File: src/rtl/gray_front_pkg.sv
// gray_front_pkg: shared constants and types for the gray_front luma feeder.
// GRAY_DLY is this stage's fixed latency; downstream RGB delay = SOBEL_DLY + GRAY_DLY.
package gray_front_pkg;

   localparam int GRAY_DLY     = 3;

   localparam int H_ACTIVE_DEF = 640;
   localparam int V_ACTIVE_DEF = 480;
   localparam int COEF_R_DEF   = 77;
   localparam int COEF_G_DEF   = 150;
   localparam int COEF_B_DEF   = 29;

   localparam int PIX_W        = 24;
   localparam int GRAY_W       = 8;
   localparam int X_W          = 10;
   localparam int Y_W          = 9;

   typedef enum logic {
      ST_IDLE   = 1'b0,
      ST_ACTIVE = 1'b1
   } fsm_state_e;

   // Per-pixel tag that travels beside the luma datapath
   typedef struct packed {
      logic [PIX_W-1:0] rgb;
      logic [X_W-1:0]   x;
      logic [Y_W-1:0]   y;
      logic             border;
      logic             eof;
      logic             err;
   } side_t;

endpackage

File: src/rtl/gray_luma_pipe.sv
// gray_luma_pipe: three-stage luma datapath (weighted products, sum, round/saturate).
module gray_luma_pipe
   import gray_front_pkg::*;
#(
   parameter int COEF_R = COEF_R_DEF,
   parameter int COEF_G = COEF_G_DEF,
   parameter int COEF_B = COEF_B_DEF
) (
   input  logic              clk,
   input  logic              rst_n,
   input  logic              vld_i,
   input  logic [PIX_W-1:0]  rgb_i,
   output logic              vld_o,
   output logic [GRAY_W-1:0] gray_o
);

   logic        vld_p0, vld_p1;
   logic [15:0] pr_p0, pg_p0, pb_p0;
   logic [17:0] sum_p1;

   // Round half up, then clamp to 8 bits
   function automatic logic [GRAY_W-1:0] round_sat(input logic [17:0] s);
      logic [17:0] r;
      r = s + 18'd128;
      if (r[17:8] > 10'd255) return 8'hFF;
      return r[15:8];
   endfunction

   // Valid pipeline and registered luma output (held while no pixel)
   always_ff @(posedge clk or negedge rst_n) begin
      if (!rst_n) begin
         vld_p0 <= 1'b0;
         vld_p1 <= 1'b0;
         vld_o  <= 1'b0;
         gray_o <= '0;
      end else begin
         vld_p0 <= vld_i;
         vld_p1 <= vld_p0;
         vld_o  <= vld_p1;
         if (vld_p1) gray_o <= round_sat(sum_p1);
      end
   end

   // Datapath stages p0 (products) and p1 (sum); no reset, qualified by valid
   always_ff @(posedge clk) begin
      pr_p0  <= 16'(rgb_i[23:16]) * 16'(COEF_R);
      pg_p0  <= 16'(rgb_i[15:8])  * 16'(COEF_G);
      pb_p0  <= 16'(rgb_i[7:0])   * 16'(COEF_B);
      sum_p1 <= 18'(pr_p0) + 18'(pg_p0) + 18'(pb_p0);
   end

endmodule

File: src/rtl/gray_front.sv
// gray_front: camera RGB888 -> 8-bit luma with framing FSM, coordinates and sideband.
// Optional macro GRAY_MINMAX_EN adds per-frame gray_min / gray_max outputs.
module gray_front
   import gray_front_pkg::*;
#(
   parameter int H_ACTIVE = H_ACTIVE_DEF,
   parameter int V_ACTIVE = V_ACTIVE_DEF,
   parameter int COEF_R   = COEF_R_DEF,
   parameter int COEF_G   = COEF_G_DEF,
   parameter int COEF_B   = COEF_B_DEF
) (
   input  logic              clk,
   input  logic              rst,
   input  logic              pix_valid_in,
   input  logic              sof_in,
   input  logic [PIX_W-1:0]  rgb_in,
   output logic              pix_valid_out,
   output logic [GRAY_W-1:0] rgb_gray,
   output logic [PIX_W-1:0]  rgb_out,
   output logic [X_W-1:0]    x_out,
   output logic [Y_W-1:0]    y_out,
   output logic              border_out,
   output logic              eof_out,
   output logic              frame_err
`ifdef GRAY_MINMAX_EN
   ,
   output logic [GRAY_W-1:0] gray_min,
   output logic [GRAY_W-1:0] gray_max
`endif
);

   localparam logic [X_W-1:0] X_LAST = X_W'(H_ACTIVE - 1);
   localparam logic [Y_W-1:0] Y_LAST = Y_W'(V_ACTIVE - 1);

   fsm_state_e     state_q, state_d;
   logic [X_W-1:0] x_q, x_d, px;
   logic [Y_W-1:0] y_q, y_d, py;
   logic           accept, last_x, last_y;
   side_t          tag_d, side_p0, side_p1;
   logic           vld_p0, vld_p1;

   // Accept/drop decision, coordinate tagging and next counter values
   always_comb begin
      accept  = pix_valid_in && (sof_in || (state_q == ST_ACTIVE));
      px      = sof_in ? '0 : x_q;
      py      = sof_in ? '0 : y_q;
      last_x  = (px == X_LAST);
      last_y  = (py == Y_LAST);
      tag_d.rgb    = rgb_in;
      tag_d.x      = px;
      tag_d.y      = py;
      tag_d.border = (px == '0) || last_x || (py == '0) || last_y;
      tag_d.eof    = last_x && last_y;
      tag_d.err    = sof_in && (state_q == ST_ACTIVE);
      state_d = state_q;
      x_d     = x_q;
      y_d     = y_q;
      if (accept) begin
         if (last_x && last_y) begin
            state_d = ST_IDLE;
            x_d     = '0;
            y_d     = '0;
         end else if (last_x) begin
            state_d = ST_ACTIVE;
            x_d     = '0;
            y_d     = py + Y_W'(1);
         end else begin
            state_d = ST_ACTIVE;
            x_d     = px + X_W'(1);
            y_d     = py;
         end
      end
   end

   // Framing FSM state and coordinate counters
   always_ff @(posedge clk or negedge rst) begin
      if (!rst) begin
         state_q <= ST_IDLE;
         x_q     <= '0;
         y_q     <= '0;
      end else begin
         state_q <= state_d;
         x_q     <= x_d;
         y_q     <= y_d;
      end
   end

   // Sideband valid bits for stages p0/p1
   always_ff @(posedge clk or negedge rst) begin
      if (!rst) begin
         vld_p0 <= 1'b0;
         vld_p1 <= 1'b0;
      end else begin
         vld_p0 <= accept;
         vld_p1 <= vld_p0;
      end
   end

   // Sideband data stages p0/p1, matching the luma datapath depth
   always_ff @(posedge clk) begin
      side_p0 <= tag_d;
      side_p1 <= side_p0;
   end

   // Output stage: data held between pixels, eof/err are single-cycle pulses
   always_ff @(posedge clk or negedge rst) begin
      if (!rst) begin
         rgb_out    <= '0;
         x_out      <= '0;
         y_out      <= '0;
         border_out <= 1'b0;
         eof_out    <= 1'b0;
         frame_err  <= 1'b0;
      end else begin
         eof_out   <= vld_p1 && side_p1.eof;
         frame_err <= vld_p1 && side_p1.err;
         if (vld_p1) begin
            rgb_out    <= side_p1.rgb;
            x_out      <= side_p1.x;
            y_out      <= side_p1.y;
            border_out <= side_p1.border;
         end
      end
   end

   gray_luma_pipe #(
      .COEF_R (COEF_R),
      .COEF_G (COEF_G),
      .COEF_B (COEF_B)
   ) u_luma (
      .clk    (clk),
      .rst_n  (rst),
      .vld_i  (accept),
      .rgb_i  (rgb_in),
      .vld_o  (pix_valid_out),
      .gray_o (rgb_gray)
   );

`ifdef GRAY_MINMAX_EN
   logic [GRAY_W-1:0] min_q, max_q, min_nx, max_nx;
   logic              first_px;

   // Fold the visible output pixel into the running trackers; (0,0) restarts them
   always_comb begin
      first_px = (x_out == '0) && (y_out == '0);
      min_nx   = (first_px || (rgb_gray < min_q)) ? rgb_gray : min_q;
      max_nx   = (first_px || (rgb_gray > max_q)) ? rgb_gray : max_q;
   end

   // Running trackers; frame results published only on a completed frame
   always_ff @(posedge clk or negedge rst) begin
      if (!rst) begin
         min_q    <= 8'hFF;
         max_q    <= 8'h00;
         gray_min <= '0;
         gray_max <= '0;
      end else begin
         if (pix_valid_out) begin
            min_q <= min_nx;
            max_q <= max_nx;
         end
         if (eof_out) begin
            gray_min <= min_nx;
            gray_max <= max_nx;
         end
      end
   end
`endif

endmodule

File: config.mk
export PLATFORM = sky130hd
export DESIGN_NAME = gray_front
export DESIGN_NICKNAME = d
export VERILOG_FILES = /design/src/rtl/gray_front_pkg.sv /design/src/rtl/gray_luma_pipe.sv /design/src/rtl/gray_front.sv
export SDC_FILE = /design/constraint.sdc
export NUM_CORES = 1
export LEC_CHECK = 0
export ABC_CLOCK_PERIOD_IN_PS = 2800
export BUFFER_PORTS_ARGS = -buffer_cell sky130_fd_sc_hd__buf_2
export CORE_MARGIN = 3
export CORE_UTILIZATION = 54
export DETAILED_ROUTE_END_ITERATION = 6
export PLACE_DENSITY = 0.75
export RECOVER_POWER = 25
export REMOVE_ABC_BUFFERS = 1
export SETUP_SLACK_MARGIN = 0.4
export SLEW_MARGIN = 10
export SYNTH_ARGS = -nofsm -noshare
export SYNTH_HDL_FRONTEND = slang
export SYNTH_HIERARCHICAL = 1
export SYNTH_SLANG_ARGS = --single-unit
File: constraint.sdc
create_clock -name clk -period 2.8 [get_ports clk]
set_input_delay 0.28 -clock clk [delete_from_list [all_inputs] [get_ports clk]]
set_output_delay 0.28 -clock clk [all_outputs]
set_load 0.01 [all_outputs]
After elaboration in Yosys (flattened, before gate mapping)
Index checks and enable logic that the tools add are counted.

word-level totals
  output and inout port bits = 55
  bits of input ports = 28
  logic and storage cells = 62
  register bits after elaboration = 230

operators by class
  reductions and logical operators = 11
  add/sub/neg operators = 5
  equality and inequality tests = 2
  $lt $le $gt $ge = 1
  muxes and demuxes = 11
  $mul = 3

operators with widths
  cell                   count
  $mul 8x7->15 const B   2
  $mux 10                3
  $mux 9                 3
  $add 18x13->18         1
  $add 18x8->18 const B  1
  $add 15x16->17         1
  $mux 8                 2
  $mul 8x5->13 const B   1
  $add 10x1->10 const B  1
  $eq 10x10->1 const B   1
  $gt 10x8->1 const B    1
  $logic_not 10->1       1
  $add 9x1->9 const B    1
  $eq 9x9->1 const B     1
  $logic_not 9->1        1
  $logic_and 1x1->1      5
  $logic_or 1x1->1       4
  $mux 1                 3

Depth between registers and ports, before layout
  depth in word-level cells = 5
  depth in mapped cells = 16
  mapped depth without buffers = 16

By module
The synthesis kept the hierarchy.

by module, submodules not included
  module          seq. area each (µm²)  area an instance (µm²)  times used  cells each
  gray_luma_pipe  1,356.3               5,426.5                 1           548
  gray_front      3,543.4               4,997.3                 1           368

Worst setup path after synthesis
No wires, ideal clock.

  path type = input to register
  from = input port rgb_in[20]
  to = register u_luma.pr_p0[13]
  data arrival time = 3.102 ns
  path buffers = 0
  library setup time = 0.124 ns
  path slack = -0.426 ns
  required time = 2.676 ns
  stages = 14
  cell sequence = ha_1 ha_1 inv_1 fa_1 fa_1 inv_1 ha_1 inv_1 o21bai_1 a21oi_1 o21bai_1 a21oi_1 mux2i_1 nand3_1

between the ends
  cells in the longest elaborated chain, start to end = 1

RTL lines
  what                  RTL line              source
  start, declared       gray_front.sv:16      input logic [PIX_W-1:0] rgb_in,
  $mul 8x7->15          gray_luma_pipe.sv:46  pr_p0 <= 16'(rgb_i[23:16]) * 16'(COEF_R);
  end signal, assigned  gray_luma_pipe.sv:46
  end, declared         gray_luma_pipe.sv:18  logic [15:0] pr_p0, pg_p0, pb_p0;

Every way passes these cells.
A chain may end at the register's enable or synchronous reset.

Worst setup path after layout
  from = register u_luma.pr_p0[2]
  to = register u_luma.sum_p1[14]

between the ends
  cells in the longest elaborated chain, start to end = 2

RTL lines
  what                  RTL line              source
  $add 15x16->17        gray_luma_pipe.sv:49  sum_p1 <= 18'(pr_p0) + 18'(pg_p0) + 18'(pb_p0);
  $add 18x13->18        gray_luma_pipe.sv:49
  end signal, assigned  gray_luma_pipe.sv:49
  end, declared         gray_luma_pipe.sv:19  logic [17:0] sum_p1;

Every way passes these cells.

==> reports/metrics.cfg <==
[outcome]
status=complete, but fails checks
violations=capacitance limit, slew limit, setup timing

[routing]
vias=7341
wl_per_cell_um=15.7
routed_wl_um=22200
drc=0
dr.pass1.iters=4
final_antenna_net_count=0
vias_per_cell=5.19
drtIter0Drc=271

[floorplanning]
die_width_um=145
rows=50
core_area_sq_um=18800
dieArea_sq_um=21000
ios=83
die_y_um=145
start_util_pct=55.4

[power_and_ir_drop]
p_seq_share_pct=26.9
p_sw_share_pct=33.6
p_clk_share_pct=21.3
leakage_nw=6.39
p_per_area_nw_per_um2=1090
power_frac_comb_pct=51.8
irDropWorstVdd_uv=808
power.internal_w=0.00994
p_sw_w=0.00504

[cells_and_area]
antenna_cells=0
final_cells=1415
layout.nets=1321
syn_to_final_growth_pct=31.7
drive_gt1_share_pct=33.7

[hold_path]
holdCritPathClass=in2reg
hold_end=x_q[3]
hold_start=sof_in
holdPathStages=2

[logic_synthesis]
syn_area_sq_um=10400
synthXorXnorAreaFrac_pct=4.53
synth_top_family_by_area=adder cells
synthMostInstantiatedCell=dfxtp_1
synth_top_cell_area_share_pct=28.0
synthMuxAreaShare_pct=5.23
synth_common_cells=146 x dfxtp_1, 128 x ha_1, 88 x inv_1
synth_fa_ha_area_share_pct=20.5
yosys.area_share.simple_pct=9.22
yosysTopAreaCell=dfxtp_1
synth_cell_type_count=75
yosys_warnings=6
syn_inst=916
synth_area_per_cell_sq_um=11.4
seq_area_frac_synth_pct=47.0
ys.flop_type=dfxtp_1
ys_ff_latch=225
async_flop_share_pct=35.1
synth_edf_count=0
synth_compound_area_share_pct=9.37
synthTopCellsByArea=dfxtp_1 28%, dfrtp_1 19%, ha_1 15%

[sta]
hold_viol=0
fin_setup_tns_ns=-1.71
slew_headroom_pct=-37.3
worst_pin_slew_ns=2.06
setup_slack_ns=-0.284
finalCriticalPeriod_ns=3.08
fin_crit_sh_pct=110
finalSetupViolations=11
clock_skew_ns=0.00960
grt_setup_unrepaired=yes
final_max_slew_viol_count=40
fmax_mhz=324

[global_routing]
grt.total_usage_pct=19.3
met1_usage_pct=25.2
grt_use_met3_pct=3.03
use_met2_pct=33.5
grt_max_degree=40
grt_pass1_vias=7519
grt-ovfl-total=0
grt_first_pass_wirelength_um=34800
grt-busiest-layer=met2
antenna_found_initial=0

[cts]
cts.clk_slew.worst_paths_ns=0.06
clk_latency_ns=0.50
numCtsBuffers=23
clock_path_buffers=3
cts_root_buffer=clkbuf_16
clock-sinks=225
cts_tree=done
cts.htree.levels=1

[worst_setup_path]
start_kind=flip-flop
critPathCaptureType=flip-flop
critPathRequiredTime_ns=3.23
regToRegSetupSlack_ns=-0.28
reg2reg_depth=15
rr_startpoint=u_luma/pr_p0[2]
cp_data_arrival_time_ns=3.51
path_class=reg2reg
r2r_end=u_luma/sum_p1[14]
worst-path-max-fanout=5

[placement]
place_inst=1338
dp_hpwl_um=13900
post-place-ws_ns=-0.678
port_buffers=82
gp_congestion=0.857

[run]
max-cap-violations=1

-- worst max-delay path, cell delays in order (launching register included) --
cell	delay, ns
dfxtp_1	0.32
ha_1	0.35
a211oi_4	0.27
buf_4	0.16
o21ai_2	0.07
a31oi_2	0.19
nor2b_4	0.18
xnor2_1	0.16
ha_1	0.33
a21oi_1	0.17
nand2_1	0.08
a21o_1	0.17
a21oi_2	0.16
nor2b_1	0.08
o21ai_2	0.17
xor2_1	0.15
-- power by group through the flow --
stage | registers (W) | clock network [W] | logic, W
finish | 0.00403 | 0.00319 | 0.00776
global placement | 0.00408 | 0 | 0.00582
detailed placement | 0.00409 | 0 | 0.00600
floorplan | 0.00408 | 0 | 0.00388
CTS | 0.00403 | 0.00326 | 0.00680
global route | 0.00409 | 0.00342 | 0.00853
-- how the worst max path moves through the flow --
stage / startpoint / to / slack (ns) / cells after the start
2_1_floorplan: rgb_in[20] / u_luma/pr_p0[13] / -0.43 / 14
3_3_place_gp: rgb_in[20] / u_luma/pr_p0[13] / -0.59 / 15
3_5_place_dp: rgb_in[20] / u_luma/pr_p0[12] / -0.68 / 13
4_1_cts: u_luma/pr_p0[1] / u_luma/sum_p1[14] / -0.19 / 16
5_1_grt: u_luma/pr_p0[2] / u_luma/sum_p1[14] / -0.47 / 14
6_report: u_luma/pr_p0[2] / u_luma/sum_p1[14] / -0.28 / 15
-- cells in the final DEF, fill, tap and decap left out, types with 32 or more instances in the layout --
cell	netlist	routed
mux2_2	44	44
dfrtp_1	79	78
clkbuf_1	12	32
ha_4	0	36
nand2_1	37	37
buf_4	1	89
buf_2	2	63
nor2_1	42	42
inv_1	88	69
dfxtp_1	146	144
ha_1	128	91
-- metal layers --
layer  up-vias  part of all wire (%)
met4         0                   1.8
li1       3609                     -
met1      3539                    43
met5         -                     0
met3        37                   4.0
met2       156                    51
-- area by class of cell --
type / count / area (sq um)
Clock buffer: 31 / 667
Fill cell: 1230 / 5100
Sequential cell: 225 / 4900
Inverter: 89 / 349
Clock inverter: 11 / 144
Tap cell: 260 / 325
Multi-Input combinational cell: 584 / 5830
Timing Repair Buffer: 215 / 1510
-- registers in the layout, summed over array words and instances (netlist names), 9 cells and up --
register / flops
y_out: 9
y_q: 9
u_luma/pb_p0: 13
x_q: 10
u_luma/pr_p0: 15
side_p0: 46
rgb_out: 24
x_out: 10
u_luma/sum_p1: 11
u_luma/pg_p0: 15
side_p1: 46
-- timing repair --
item                       4_1_cts  5_1_grt
resized for setup               83       82
setup buffers                   12       16
hold endpoints to repair        43        0
hold buffers                     7        0
setup endpoints to repair       29       34
pin swaps                       66       59
-- through the flow --
| step | hold slack [ns] | utilization, % | cell area (sq um) | power, W |
|---|---|---|---|---|
| after CTS | 0.00189 | 70.6 | 13300 | 0.0141 |
| after detailed placement | 0.285 | 62.8 | 11800 | 0.0101 |
| final | 0.0762 | 72.9 | 13700 | 0.0150 |
| after global routing | 0.0704 | 72.9 | 13700 | 0.0160 |
| after floorplan | -0.0156 | - | 10300 | 0.00796 |
| after global placement | 0.286 | 62.8 | 11800 | 0.00990 |
-- kinds of logic after synthesis --
kind of cell / after synthesis
muxes: 49
other: 1
xor gates and xnor gates: 53
adders and majority gates: 155
buffers and inverters: 107
and+or+nand+nor: 178
DFF: 225
AOI/OAI and AO/OA: 148
Power figures use the tool's default switching activity.
